## config.mk

```make
export PLATFORM = sky130hd
export DESIGN_NAME = timer_ctrl_fsm
export DESIGN_NICKNAME = d
export VERILOG_FILES = /design/src/rtl/timer_ctrl_fsm.sv
export SDC_FILE = /design/constraint.sdc
export NUM_CORES = 1
export LEC_CHECK = 0
export ABC_CLOCK_PERIOD_IN_PS = 1740
export BUFFER_PORTS_ARGS = -buffer_cell sky130_fd_sc_hd__buf_2
export CAP_MARGIN = 40
export CORE_MARGIN = 2
export CORE_UTILIZATION = 40
export DETAILED_ROUTE_END_ITERATION = 7
export GPL_TIMING_DRIVEN = 0
export PLACE_DENSITY = 0.66
export REMOVE_ABC_BUFFERS = 1
export SLEW_MARGIN = 15
export SYNTH_ARGS = -nofsm -noshare
export SYNTH_HDL_FRONTEND = slang
export SYNTH_HIERARCHICAL = 1
export SYNTH_SLANG_ARGS = --single-unit
```

## constraint.sdc

```tcl
create_clock -name iCLK -period 1.74 [get_ports iCLK]
set_input_delay 0 -clock iCLK [delete_from_list [all_inputs] [get_ports iCLK]]
set_output_delay 0 -clock iCLK [all_outputs]
set_load 0.01 [all_outputs]
```

## src/rtl/timer_ctrl_fsm.sv

```systemverilog
// Countdown timer control sequencer: debounced key events, run/pause/clear/preset
// control of the digit chain, and a timed blinking alarm on terminal zero.

module timer_key_deb #(
  parameter int DEB_N = 500000
) (
  input  logic clk_i,
  input  logic rst_i,
  input  logic key_i,
  output logic press_o
);
  localparam int CW = (DEB_N > 1) ? $clog2(DEB_N) : 1;

  logic          sync1_q, sync2_q;
  logic          deb_q, deb_d, deb_dly_q, press_q;
  logic [CW-1:0] cnt_q, cnt_d;

  // Level must differ from the debounced level for DEB_N straight cycles to flip it.
  always_comb begin
    deb_d = deb_q;
    cnt_d = '0;
    if (sync2_q != deb_q) begin
      if (cnt_q == CW'(DEB_N - 1)) deb_d = sync2_q;
      else                         cnt_d = cnt_q + 1'b1;
    end
  end

  always_ff @(posedge clk_i) begin
    if (rst_i) begin
      sync1_q   <= 1'b1;
      sync2_q   <= 1'b1;
      deb_q     <= 1'b1;
      deb_dly_q <= 1'b1;
      press_q   <= 1'b0;
      cnt_q     <= '0;
    end else begin
      sync1_q   <= key_i;
      sync2_q   <= sync1_q;
      deb_q     <= deb_d;
      deb_dly_q <= deb_q;
      press_q   <= deb_dly_q & ~deb_q;
      cnt_q     <= cnt_d;
    end
  end

  assign press_o = press_q;
endmodule

module timer_ctrl_fsm #(
  parameter int DEB_N       = 500000,
  parameter int ALARM_TICKS = 300,
  parameter int BLINK_TICKS = 25
) (
  input  logic       iCLK,
  input  logic       iRST,
  input  logic [2:0] iKEY,
  input  logic [1:0] iSEL,
  input  logic [3:0] iDATA,
  input  logic       iTICK,
  input  logic       iZERO,
  output logic       oRUN,
  output logic       oCLR,
  output logic [3:0] oLOAD,
  output logic [3:0] oLOAD_DATA,
  output logic       oALARM,
  output logic       oLED,
  output logic [2:0] oSTATE
);
  localparam int TW = (ALARM_TICKS > 1) ? $clog2(ALARM_TICKS) : 1;
  localparam int BW = (BLINK_TICKS > 1) ? $clog2(BLINK_TICKS) : 1;

  typedef enum logic [2:0] {
    IDLE  = 3'b000,
    RUN   = 3'b001,
    PAUSE = 3'b010,
    ALARM = 3'b011
  } state_e;

  logic [2:0] press;

  for (genvar k = 0; k < 3; k++) begin : g_key
    timer_key_deb #(.DEB_N(DEB_N)) u_deb (
      .clk_i  (iCLK),
      .rst_i  (iRST),
      .key_i  (iKEY[k]),
      .press_o(press[k])
    );
  end

  state_e        state_q, state_d;
  logic          clr_q, clr_d;
  logic [3:0]    load_q, load_d;
  logic [3:0]    ldata_q, ldata_d;
  logic          run_q, alarm_q;
  logic          led_q, led_d;
  logic [TW-1:0] tick_q, tick_d;
  logic [BW-1:0] blink_q, blink_d;
  logic          ev_clr, ev_pre, ev_start;
  logic [3:0]    clamp, load_vec;

  assign ev_clr   = press[0];
  assign ev_pre   = press[1];
  assign ev_start = press[2];

  // Odd selects are tens digits (0-5), even selects are units digits (0-9).
  always_comb begin
    if (iSEL[0]) clamp = (iDATA > 4'd5) ? 4'd5 : iDATA;
    else         clamp = (iDATA > 4'd9) ? 4'd9 : iDATA;
    load_vec = 4'b0001 << iSEL;
  end

  always_comb begin
    state_d = state_q;
    clr_d   = 1'b0;
    load_d  = '0;
    ldata_d = '0;
    led_d   = led_q;
    tick_d  = tick_q;
    blink_d = blink_q;
    unique case (state_q)
      IDLE, PAUSE: begin
        if (ev_clr) begin
          clr_d   = 1'b1;
          state_d = IDLE;
        end else if (ev_start) begin
          if (!iZERO) state_d = RUN;
        end else if (ev_pre) begin
          load_d  = load_vec;
          ldata_d = clamp;
        end
      end
      RUN: begin
        if (ev_clr) begin
          clr_d   = 1'b1;
          state_d = IDLE;
        end else if (iZERO) begin
          state_d = ALARM;
          tick_d  = '0;
          blink_d = '0;
          led_d   = 1'b1;
        end else if (ev_start) begin
          state_d = PAUSE;
        end
      end
      ALARM: begin
        if (|press) begin
          state_d = IDLE;
          led_d   = 1'b0;
        end else if (iTICK) begin
          if (tick_q == TW'(ALARM_TICKS - 1)) begin
            state_d = IDLE;
            led_d   = 1'b0;
          end else begin
            tick_d = tick_q + 1'b1;
            if (blink_q == BW'(BLINK_TICKS - 1)) begin
              blink_d = '0;
              led_d   = ~led_q;
            end else begin
              blink_d = blink_q + 1'b1;
            end
          end
        end
      end
      default: begin
        state_d = IDLE;
        led_d   = 1'b0;
      end
    endcase
  end

  always_ff @(posedge iCLK) begin
    if (iRST) begin
      state_q <= IDLE;
      clr_q   <= 1'b0;
      load_q  <= '0;
      ldata_q <= '0;
      run_q   <= 1'b0;
      alarm_q <= 1'b0;
      led_q   <= 1'b0;
      tick_q  <= '0;
      blink_q <= '0;
    end else begin
      state_q <= state_d;
      clr_q   <= clr_d;
      load_q  <= load_d;
      ldata_q <= ldata_d;
      run_q   <= (state_d == RUN);
      alarm_q <= (state_d == ALARM);
      led_q   <= led_d;
      tick_q  <= tick_d;
      blink_q <= blink_d;
    end
  end

  assign oRUN       = run_q;
  assign oCLR       = clr_q;
  assign oLOAD      = load_q;
  assign oLOAD_DATA = ldata_q;
  assign oALARM     = alarm_q;
  assign oLED       = led_q;
  assign oSTATE     = state_q;
endmodule

```

==> results.json <==
{
  "violations": "negative setup slack",
  "period_share_pct": 106,
  "hpwlAfterDp_um": 5710,
  "netlist_instances": 495,
  "drt_iter0_markers": 214,
  "finalMaxSlewViolations": 0,
  "via_count": 3833,
  "rows": 38,
  "antenna_left": 0,
  "end_kind": "flip-flop",
  "grt_max_degree": 31,
  "r2r-end": "oRUN$_SDFF_PP0_",
  "gr-total-overflow": 0,
  "io_buffers": 27,
  "core_mm2": 0.0108,
  "crit_fanout": 3,
  "max_cap_violations": 0,
  "grt_pass1_wl_um": 16200,
  "grt.busiest_layer": "met2",
  "ys.warnings.count": 6,
  "regToRegSetupSlack_ns": -0.11,
  "synthTopCellsByCount": "dfxtp_1 (101), nor2_1 (75), xnor2_1 (37)",
  "hp-start": "iTICK",
  "synth-compound-area-share_pct": 8.68,
  "synth_top_family_by_area": "simple AND/OR/NAND/NOR gates",
  "p_switching_uw": 844,
  "relSlewSlack_pct": 60.6,
  "p_leak_nw": 1.95,
  "synth_xor_area_share_pct": 8.71,
  "grt_util_met1_pct": 20.1,
  "io_pins": 28,
  "die_x_um": 109,
  "ys_ff_latch": 101,
  "finalHoldViolations": 0,
  "ys_async_sr_fraction_pct": 0,
  "fin_nets": 599,
  "start_util_pct": 41.0,
  "synth-edff-count": 0,
  "use_met3_pct": 5.32,
  "first_pass_iters": 4,
  "drc": 0,
  "synth_mux_area_share_pct": 1.58,
  "dp_cells": 656,
  "powerDensity_mw_per_mm2": 646,
  "p_int_mw": 2.91,
  "status": "finished with violations",
  "cts_max_path_buffers": 2,
  "crit_arrival_ns": 2.11,
  "start_kind": "flip-flop",
  "avgSynthCellArea_um2": 8.94,
  "synth_fa_ha_area_share_pct": 1.70,
  "setup_viol": 29,
  "fin_cells": 723,
  "whs_ns": 0.0578,
  "swShare_pct": 22.5,
  "syn2layout_area_growth_pct": 31.6,
  "r2r_cells": 7,
  "fin_crit_ns": 1.85,
  "power_frac_seq_pct": 61.7,
  "grt_usage_pct": 17.1,
  "r2r-start": "tick_q[4]$_SDFFE_PP0P_",
  "crit_path_start": "tick_q[4]$_SDFFE_PP0P_",
  "num_antenna_cells": 0,
  "synth_area_mm2": 0.00442,
  "required_ns": 2.00,
  "netlist-cell-type-count": 53,
  "yosysSeqAreaShare_pct": 45.7,
  "holdCritPathClass": "primary input to flip-flop",
  "combPwrFrac_pct": 3.4,
  "finClkSkew_ns": 0.0106,
  "htreeDepth": 3,
  "die_h_um": 109,
  "routabilityCongestion": 0.817,
  "ir_drop_uv": 378,
  "synth_ff_type": "dfxtp_1",
  "antenna_found_initial": 0,
  "routed_wl_um": 9870,
  "clkSinkCount": 101,
  "clk_latency_ns": 0.36,
  "routed_via_density": 5.30,
  "synthSimpleGateAreaFrac_pct": 30.2,
  "numCtsBuffers": 9,
  "max_freq_mhz": 540,
  "root_buffer": "clkbuf_8",
  "critPathKind": "flip-flop to flip-flop",
  "routedWlPerCell_um": 13.7,
  "critical_path.endpoint": "oRUN$_SDFF_PP0_",
  "dieArea_mm2": 0.0119,
  "first_global_vias": 3660,
  "synth_top_area_share_pct": 45.7,
  "path_clk_slew_ns": 0.09,
  "cts_tree": "built",
  "met2_usage_pct": 29.9,
  "setup_ws_ns": -0.113,
  "grt_setup_unrepaired": "yes",
  "p_clk_share_pct": 34.9,
  "synth_top_area_cell": "dfxtp_1",
  "layout-drive-gt1-share_pct": 34.1,
  "post-synth-top-count-cell": "dfxtp_1",
  "max_slew.worst_pin.slew_ns": 0.591,
  "synthTopCellsByArea": "dfxtp_1 (46%), xnor2_1 (7.3%), nor2_1 (6.4%)"
}
layer usage:
| metal | wire length, µm | share of wire (%) |
|---|---|---|
| met4 | 169 | 1.7 |
| met1 | 4270 | 43 |
| met3 | 428 | 4.3 |
| met2 | 5010 | 51 |
| met5 | 0 | 0 |
state kept, by name, indices dropped and copies added, names as in the netlist, 3 cells and up:
name                   count
oSTATE                     3
g_key.u_deb/press_o        3
oLOAD                      4
blink_q                    5
g_key.u_deb/deb_q          3
g_key.u_deb/deb_dly_q      3
g_key.u_deb/sync2_q        3
tick_q                     9
g_key.u_deb/cnt_q         57
g_key.u_deb/sync1_q        3
oLOAD_DATA                 4
worst max-delay path: stages, from the launching register on:
cell and delay [ns]:
dfxtp_4 0.35, or4b_4 0.54, nor4_4 0.17, buf_4 0.20, buf_6 0.11, a21oi_4 0.05, o21a_1 0.20, and2_1 0.13
how the worst min path moves through the flow:
stage	end	slack [ns]	cells after the start
global placement	g_key[1].u_deb/sync1_q$_SDFF_PP1_	0.21	2
finish	oALARM$_SDFF_PP0_	0.06	4
CTS	oSTATE[0]$_SDFF_PP0_	0.007	3
floorplan	blink_q[1]$_SDFFE_PP0P_	0.07	1
global route	oSTATE[0]$_SDFF_PP0_	0.04	3
detailed placement	g_key[1].u_deb/sync1_q$_SDFF_PP1_	0.21	2
cell usage in the layout, fill, tap and decap left out, types with 4 or more instances in the layout:
cell / instances
a21oi_1: 12
nand3_2: 5
dfxtp_4: 6
nand2_1: 28
buf_6: 9
dlygate4sd3_1: 10
mux2i_1: 7
nor2_1: 59
buf_2: 27
and3_1: 5
nand4_1: 19
or4_1: 6
nor4_1: 8
or3_1: 7
nor2_4: 4
inv_1: 27
nand3_4: 4
xor2_1: 7
buf_4: 28
nor2_2: 12
or2_2: 7
clkbuf_8: 10
nand3_1: 19
nor4_2: 6
nor3_1: 17
dfxtp_2: 21
dfxtp_1: 74
a21oi_2: 10
and2_1: 6
xnor2_1: 37
what timing repair did:
action	4_1_cts	5_1_grt
hold endpoints to repair	11	0
endpoints found under the setup margin	76	76
resized for setup	64	64
hold buffers	10	0
pin swaps	24	37
setup buffers	29	11
cloned	4	1
area by class of cell:
class,count,area (µm²)
flip-flops and latches,101,2070
multi-input cells,362,2650
fillers,963,4970
inverters,27,101
clock inverters,4,26.3
repair buffers,79,657
clock buffers,10,138
well taps,140,175
power by group through the flow:
stage          Combinational, mW  Sequential [mW]  Clock (mW)
5_1_grt                    0.140             2.32        1.47
4_1_cts                    0.123             2.32        1.38
3_3_place_gp              0.0745             2.38           0
3_5_place_dp              0.0758             2.38           0
2_1_floorplan             0.0366             2.38           0
6_report                   0.128             2.32        1.31
cells by family (layout without fill, tap and decap cells):
| logic type | after synthesis | after routing |
|---|---|---|
| compound gates | 55 | 56 |
| xor+xnor | 44 | 44 |
| fa+ha+maj | 6 | 6 |
| buf+inv | 33 | 120 |
| flops | 101 | 101 |
| mux | 7 | 7 |
| other cells | 1 | 1 |
| simple gates | 248 | 248 |
per-stage QoR:
stage / setup TNS, ns / util [%] / power, mW / instance area (µm²) / worst slack, ns
final: -1.10 / 53.9 / 3.76 / 5820 / -0.113
after global placement: -18.68 / 43.4 / 2.45 / 4690 / -0.403
after floorplan: -3.75 / - / 2.42 / 4380 / -0.111
after global routing: -3.66 / 53.9 / 3.93 / 5820 / -0.182
after detailed placement: -20.55 / 43.4 / 2.46 / 4690 / -0.453
after CTS: -2.38 / 51.1 / 3.82 / 5510 / -0.121
No activity file was read; power rests on OpenSTA's default activity.
